## src/rtl/maxnet_controller.sv

```systemverilog
// MAXNET winner-take-all controller sequencing a shared external FP adder and multiplier.
// Optional macro MAXNET_ITER_LIMIT_EN enables the MAX_ITER iteration cap and the timeout output.
module maxnet_controller #(
  parameter int unsigned MAX_ITER = 255
) (
  input  logic        clk,
  input  logic        rst,
  input  logic        start,
  input  logic [31:0] eps,
  input  logic [31:0] a1,
  input  logic [31:0] a2,
  input  logic [31:0] a3,
  input  logic [31:0] a4,
  output logic        finish,
  output logic [31:0] out,
  output logic [1:0]  out_idx,
  output logic        no_winner,
  output logic        timeout,
  output logic [7:0]  iter_count,
  output logic        add_req,
  output logic [31:0] add_a,
  output logic [31:0] add_b,
  input  logic        add_ack,
  input  logic [31:0] add_res,
  output logic        mul_req,
  output logic [31:0] mul_a,
  output logic [31:0] mul_b,
  input  logic        mul_ack,
  input  logic [31:0] mul_res
);

  typedef enum logic [3:0] {
    StIdle, StLoad, StCheck, StSum, StDiff, StMul, StAcc, StCommit, StDone
  } state_e;

  state_e      state_q;
  logic [31:0] eps_q, s_q, t_q, m_q, out_q;
  logic [31:0] a_q [4];
  logic [31:0] n_q [4];
  logic [1:0]  idx_q, step_q, out_idx_q;
  logic [7:0]  iter_q;
  logic        finish_q, no_winner_q;
  logic        add_req_q, mul_req_q;
  logic [31:0] add_a_q, add_b_q, mul_a_q, mul_b_q;
  logic [3:0]  nz;
  logic [2:0]  nz_cnt;
  logic [1:0]  one_idx;

  function automatic logic [31:0] relu(input logic [31:0] x);
    return x[31] ? 32'h0 : x;
  endfunction

  // Both +0 and -0 count as zero.
  always_comb begin
    nz_cnt  = '0;
    one_idx = '0;
    for (int i = 0; i < 4; i++) begin
      nz[i] = |a_q[i][30:0];
      if (nz[i]) begin
        nz_cnt  = nz_cnt + 3'd1;
        one_idx = 2'(i);
      end
    end
  end

`ifdef MAXNET_ITER_LIMIT_EN
  localparam logic [7:0] IterCap = 8'(MAX_ITER);
  logic       timeout_q;
  logic [1:0] max_idx;

  // Activations are non-negative after ReLU, so magnitude order equals bit order.
  always_comb begin
    max_idx = '0;
    for (int i = 1; i < 4; i++) begin
      if (a_q[i][30:0] > a_q[max_idx][30:0]) max_idx = 2'(i);
    end
  end
  assign timeout = timeout_q;
`else
  assign timeout = 1'b0;
`endif

  always_ff @(posedge clk) begin
    if (!rst) begin
      state_q     <= StIdle;
      eps_q       <= '0;
      s_q         <= '0;
      t_q         <= '0;
      m_q         <= '0;
      out_q       <= '0;
      idx_q       <= '0;
      step_q      <= '0;
      out_idx_q   <= '0;
      iter_q      <= '0;
      finish_q    <= 1'b0;
      no_winner_q <= 1'b0;
      add_req_q   <= 1'b0;
      mul_req_q   <= 1'b0;
      add_a_q     <= '0;
      add_b_q     <= '0;
      mul_a_q     <= '0;
      mul_b_q     <= '0;
      for (int i = 0; i < 4; i++) begin
        a_q[i] <= '0;
        n_q[i] <= '0;
      end
`ifdef MAXNET_ITER_LIMIT_EN
      timeout_q <= 1'b0;
`endif
    end else begin
      unique case (state_q)
        StIdle, StDone: begin
          if (start) begin
            eps_q       <= eps;
            a_q[0]      <= a1;
            a_q[1]      <= a2;
            a_q[2]      <= a3;
            a_q[3]      <= a4;
            finish_q    <= 1'b0;
            no_winner_q <= 1'b0;
`ifdef MAXNET_ITER_LIMIT_EN
            timeout_q   <= 1'b0;
`endif
            state_q     <= StLoad;
          end
        end
        StLoad: begin
          for (int i = 0; i < 4; i++) a_q[i] <= relu(a_q[i]);
          iter_q  <= '0;
          state_q <= StCheck;
        end
        StCheck: begin
          if (nz_cnt == 3'd0) begin
            no_winner_q <= 1'b1;
            out_q       <= '0;
            out_idx_q   <= '0;
            finish_q    <= 1'b1;
            state_q     <= StDone;
          end else if (nz_cnt == 3'd1) begin
            out_q     <= a_q[one_idx];
            out_idx_q <= one_idx;
            finish_q  <= 1'b1;
            state_q   <= StDone;
`ifdef MAXNET_ITER_LIMIT_EN
          end else if (iter_q == IterCap) begin
            timeout_q <= 1'b1;
            out_q     <= a_q[max_idx];
            out_idx_q <= max_idx;
            finish_q  <= 1'b1;
            state_q   <= StDone;
`endif
          end else begin
            step_q  <= '0;
            state_q <= StSum;
          end
        end
        StSum: begin
          if (!add_req_q) begin
            add_req_q <= 1'b1;
            add_a_q   <= (step_q == 2'd0) ? a_q[0] : s_q;
            add_b_q   <= a_q[step_q + 2'd1];
          end else if (add_ack) begin
            add_req_q <= 1'b0;
            s_q       <= add_res;
            if (step_q == 2'd2) begin
              step_q  <= '0;
              idx_q   <= '0;
              state_q <= StDiff;
            end else begin
              step_q <= step_q + 2'd1;
            end
          end
        end
        StDiff: begin
          if (!add_req_q) begin
            add_req_q <= 1'b1;
            add_a_q   <= s_q;
            add_b_q   <= {~a_q[idx_q][31], a_q[idx_q][30:0]};
          end else if (add_ack) begin
            add_req_q <= 1'b0;
            t_q       <= add_res;
            state_q   <= StMul;
          end
        end
        StMul: begin
          if (!mul_req_q) begin
            mul_req_q <= 1'b1;
            mul_a_q   <= eps_q;
            mul_b_q   <= t_q;
          end else if (mul_ack) begin
            mul_req_q <= 1'b0;
            m_q       <= mul_res;
            state_q   <= StAcc;
          end
        end
        StAcc: begin
          if (!add_req_q) begin
            add_req_q <= 1'b1;
            add_a_q   <= a_q[idx_q];
            add_b_q   <= m_q;
          end else if (add_ack) begin
            add_req_q    <= 1'b0;
            n_q[idx_q]   <= relu(add_res);
            if (idx_q == 2'd3) begin
              state_q <= StCommit;
            end else begin
              idx_q   <= idx_q + 2'd1;
              state_q <= StDiff;
            end
          end
        end
        StCommit: begin
          for (int i = 0; i < 4; i++) a_q[i] <= n_q[i];
          if (iter_q != 8'hFF) iter_q <= iter_q + 8'd1;
          state_q <= StCheck;
        end
        default: state_q <= StIdle;
      endcase
    end
  end

  assign finish     = finish_q;
  assign out        = out_q;
  assign out_idx    = out_idx_q;
  assign no_winner  = no_winner_q;
  assign iter_count = iter_q;
  assign add_req    = add_req_q;
  assign add_a      = add_a_q;
  assign add_b      = add_b_q;
  assign mul_req    = mul_req_q;
  assign mul_a      = mul_a_q;
  assign mul_b      = mul_b_q;

endmodule

```

## config.mk

```make
export PLATFORM = sky130hd
export DESIGN_NAME = maxnet_controller
export DESIGN_NICKNAME = d
export VERILOG_FILES = /design/src/rtl/maxnet_controller.sv
export SDC_FILE = /design/constraint.sdc
export NUM_CORES = 1
export LEC_CHECK = 0
export BUFFER_PORTS_ARGS = -buffer_cell sky130_fd_sc_hd__buf_2
export CAP_MARGIN = 5
export CORE_UTILIZATION = 45
export DETAILED_ROUTE_END_ITERATION = 6
export GPL_ROUTABILITY_DRIVEN = 0
export PLACE_DENSITY = 0.64
export SYNTH_ARGS = -nofsm -noshare
export SYNTH_HDL_FRONTEND = slang
export SYNTH_SLANG_ARGS = --single-unit
```

## constraint.sdc

```tcl
create_clock -name clk -period 5.3 [get_ports clk]
set_input_delay 0.53 -clock clk [delete_from_list [all_inputs] [get_ports clk]]
set_output_delay 0.53 -clock clk [all_outputs]
set_load 0.005 [all_outputs]
```

==> out/qor.log <==
[place] placed wire-length estimate after detailed placement 58,300 µm
[detailed_routing] total wirelength of the detailed-routed design 82,300 µm
[setup_path] data required time at the worst endpoint 5.81 ns
[detailed_routing] count of antenna-violating nets left after detailed routing 0
[setup_path] launching point of the worst reg2reg path a_q[1][15]$_DFFE_PP_
[clock_tree] TritonCTS Buffers 61
[clock_tree] number of instances resized during post-cts repair 0
[detailed_routing] number of design-rule violations left by the first detailed-router iteration 2,264
[detailed_routing] vias 20,000
[run] number of max-capacitance violations reported 0
[logic_synthesis] main flop type after synthesis dfxtp_1
[detailed_routing] 1st-pass router iterations 7
[pwr] areal power density over the cells 433 nW/µm²
[timing] worst-case clock skew 0.0224 ns
[timing] highest attainable clock frequency 237 MHz
[clock_tree] clock-pin slew on the worst setup and hold paths 0.06 ns
[setup_path] worst reg2reg path depth 13
[logic_synthesis] cell taking the most area after synthesis edfxtp_1
[timing] count of endpoints failing setup in the final report 0
[timing] number of max-slew violations in the final report 0
[clock_tree] number of buffers inserted by post-CTS setup repair 0
[setup_path] endpoint of the most critical register-to-register path out[10]$_SDFFE_PN0P_
[die] area of the placeable core 52,700 µm²
[timing] hold violation total from the final report 0
[min_path] hold path startpoint eps[5]
[cells_and_area] ratio of cells with drive above 1 in the final layout 25.2%
[logic_synthesis] top cells by instance count after synthesis nand2_1, dfxtp_1, a21oi_1
[logic_synthesis] Synth Cell Area 24,000 µm²
[place] IO buf count 402
[setup_path] startpoint type of the worst setup path flop
[grt] global-route congestion overflow total 0
[min_path] number of instances on the worst hold path 3
[outcome] outcome finished, final reports clean
[detailed_routing] vias per inst 6.02
[logic_synthesis] Gate Count Post-Synth 2,261
[grt] global-route usage over all layers 29.5%
[logic_synthesis] number of library cell types mapped by synthesis 67
[clock_tree] clock root buffer master clkbuf_16
[cells_and_area] combined area of the multi-input logic cells 9440 µm²
[cells_and_area] fill count 4,647
[timing] Rel. slew slack 19.9%
[clock_tree] source-to-sink clock delay at the later pin of the worst-skew pair 0.64 ns
[setup_path] register-to-register path setup slack 1.08 ns
[clock_tree] number of levels the H-tree was split into 2
[grt] initial antenna violation count 25
[min_path] hold endpoint eps_q[5]$_SDFFE_PN0P_
[die] Site Rows 84
[die] Die X-Extent 233 µm
[cells_and_area] nets@finish 2,821
[logic_synthesis] number of warnings issued by yosys 0
[logic_synthesis] area share of the largest cell type after synthesis 31.0%
[grt] maximum number of pins on one net before global-route repair 125
[timing] Worst-Margin Slew 1.20 ns
[logic_synthesis] average footprint of a synthesized cell 10.6 µm²
[logic_synthesis] synth top area cells edfxtp_1, dfxtp_1, nand2_1
[die] Total Die Area 54,300 µm²
[cells_and_area] Area Overhead vs Synth 19.2%
[die] die span in y 233 µm
[timing] setup repair after global routing missed its margin no
[logic_synthesis] Mapped Nets 2,499
[clock_tree] largest buffer count on any clock path 3
[grt] via count of the first global-routing pass 18,500
[logic_synthesis] Async SR Flop Fraction 0%
[logic_synthesis] cell with the most instances after synthesis nand2_1
[clock_tree] TritonCTS clock tree done
[die] number of I/O pins 404
[setup_path] critical path class flop to flop
[min_path] hold crit path type input port to flop
[timing] clock period minus final worst setup slack 4.22 ns
[pwr] leakage power of the design 0.0111 µW
[logic_synthesis] count of state elements after synthesis 564
[pwr] Pwr Total 12,400 µW
[clock_tree] number of buffers added to fix hold violations after cts 0
[clock_tree] number of sinks on the clock net 564
[logic_synthesis] EDFF count, synth 248
[setup_path] highest fanout seen on the critical path 33
[timing] final critical-path share of the clock period 79.7%
[cells_and_area] FF/Latch Area 13,800 µm²
[grt] first-pass GRT wire length 120,000 µm
[detailed_routing] DR WL/cell 24.7 µm
[timing] post-route setup TNS 0 ns
[setup_path] Critical Path End Type flop
[die] starting utilization of the core area 45.6%
[setup_path] Worst EP arrival 4.74 ns
[pwr] Max VDD drop 0.000277 V
[detailed_routing] remaining design rule violation count 0
[logic_synthesis] sequential-to-total area share from yosys stat 57.3%
[power breakdown]
part / internal [µW] / switching, µW / total, µW
Combinational: 857 / 1350 / 2210
Sequential: 5260 / 618 / 5870
Clock: 2550 / 1750 / 4300
Total: 8660 / 3720 / 12400
[stage by stage]
stage	area [µm²]	setup slack, ns	cells	hold slack, ns	util, %
after floorplan	24000	1.33	2261	0.430	-
after global placement	26600	1.32	3208	0.437	50.5
after detailed placement	26600	1.21	3208	0.444	50.5
after CTS	28600	1.19	3322	0.102	54.3
after global routing	28600	0.815	3324	0.121	54.4
final	28600	1.08	3327	0.129	54.4
[layer usage]
| layer | vias to the layer above | wire, µm | global-route usage, % | share of wire, % |
|---|---|---|---|---|
| li1 | 8929 | - | - | - |
| met4 | 40 | 2220 | 8.17 | 2.7 |
| met5 | - | 245 | 0 | 0.30 |
| met2 | 1261 | 36300 | 44.3 | 44 |
| met1 | 9620 | 33800 | 41.8 | 41 |
| met3 | 192 | 9790 | 8.13 | 12 |
[worst max-delay path by stage]
stage	start	to	slack, ns	depth (start not counted)
after floorplan	state_q[0]$_SDFFE_PN0P_	a_q[0][0]$_DFFE_PP_	1.33	7
after global placement	a_q[1][30]$_DFFE_PP_	out[5]$_SDFFE_PN0P_	1.32	13
after detailed placement	a_q[1][15]$_DFFE_PP_	out[11]$_SDFFE_PN0P_	1.21	13
after CTS	a_q[1][15]$_DFFE_PP_	out[10]$_SDFFE_PN0P_	1.19	13
after global routing	a_q[1][30]$_DFFE_PP_	out[0]$_SDFFE_PN0P_	0.82	13
final	a_q[1][15]$_DFFE_PP_	out[10]$_SDFFE_PN0P_	1.08	13
[area by class of cell]
type / count / share of cell area [%]
Tap cell: 688 / 3.01
Antenna cell: 5 / 0.0437
Multi-Input combinational cell: 1470 / 33.0
Inverter: 42 / 0.568
Sequential cell: 564 / 48.1
Clock buffer: 95 / 6.10
Timing Repair Buffer: 444 / 8.26
Clock inverter: 19 / 0.948
[flip-flops by register name (all words and copies together) (netlist names), 2 cells and up, named ones only]
signal / count
iter_count: 8
t_q: 32
idx_q: 2
add_b: 32
mul_b: 32
mul_a: 32
s_q: 32
step_q: 2
state_q: 4
eps_q: 32
out: 32
out_idx: 2
add_a: 32
m_q: 32
a_q: 128
n_q: 124
[critical path, stage by stage, from the launching register on]
cell and delay [ns]:
edfxtp_1 0.44, nor4_1 0.44, nand4_1 0.32, nor2_2 0.20, buf_4 0.44, ha_1 0.27, o21ai_0 0.15, ha_1 0.37
nor3_1 0.07, o21ai_0 0.14, mux2i_4 0.20, o211ai_4 0.63, buf_4 0.34, o2bb2ai_2 0.08
[cell families (layout without fill, tap and decap cells)]
kind of cell             count (synthesis)  after routing  share of synthesized area (%)
adder cells (fa/ha/maj)                  9              9                          0.469
XOR/XNOR                                 9              9                          0.391
other                                    1              6                         0.0156
buffers and inverters                  227            600                           3.81
multiplexers                            66             66                           6.14
AO/OA/AOI/OAI                          685            685                           19.7
flip-flops                             564            564                           57.3
AND/OR/NAND/NOR                        700            700                           12.2
[cell usage in the layout, fill, tap and decap left out, types with 31 or more instances in the layout]
cell,count
clkbuf_16,62
buf_2,402
a22o_1,124
dfxtp_1,314
o21ai_0,71
nor2_1,114
a22oi_1,33
buf_4,39
edfxtp_1,248
a21o_1,31
inv_1,41
nand2_1,476
a21oi_1,302
a221oi_1,63
mux4_2,64
Power figures use the tool's default switching activity.
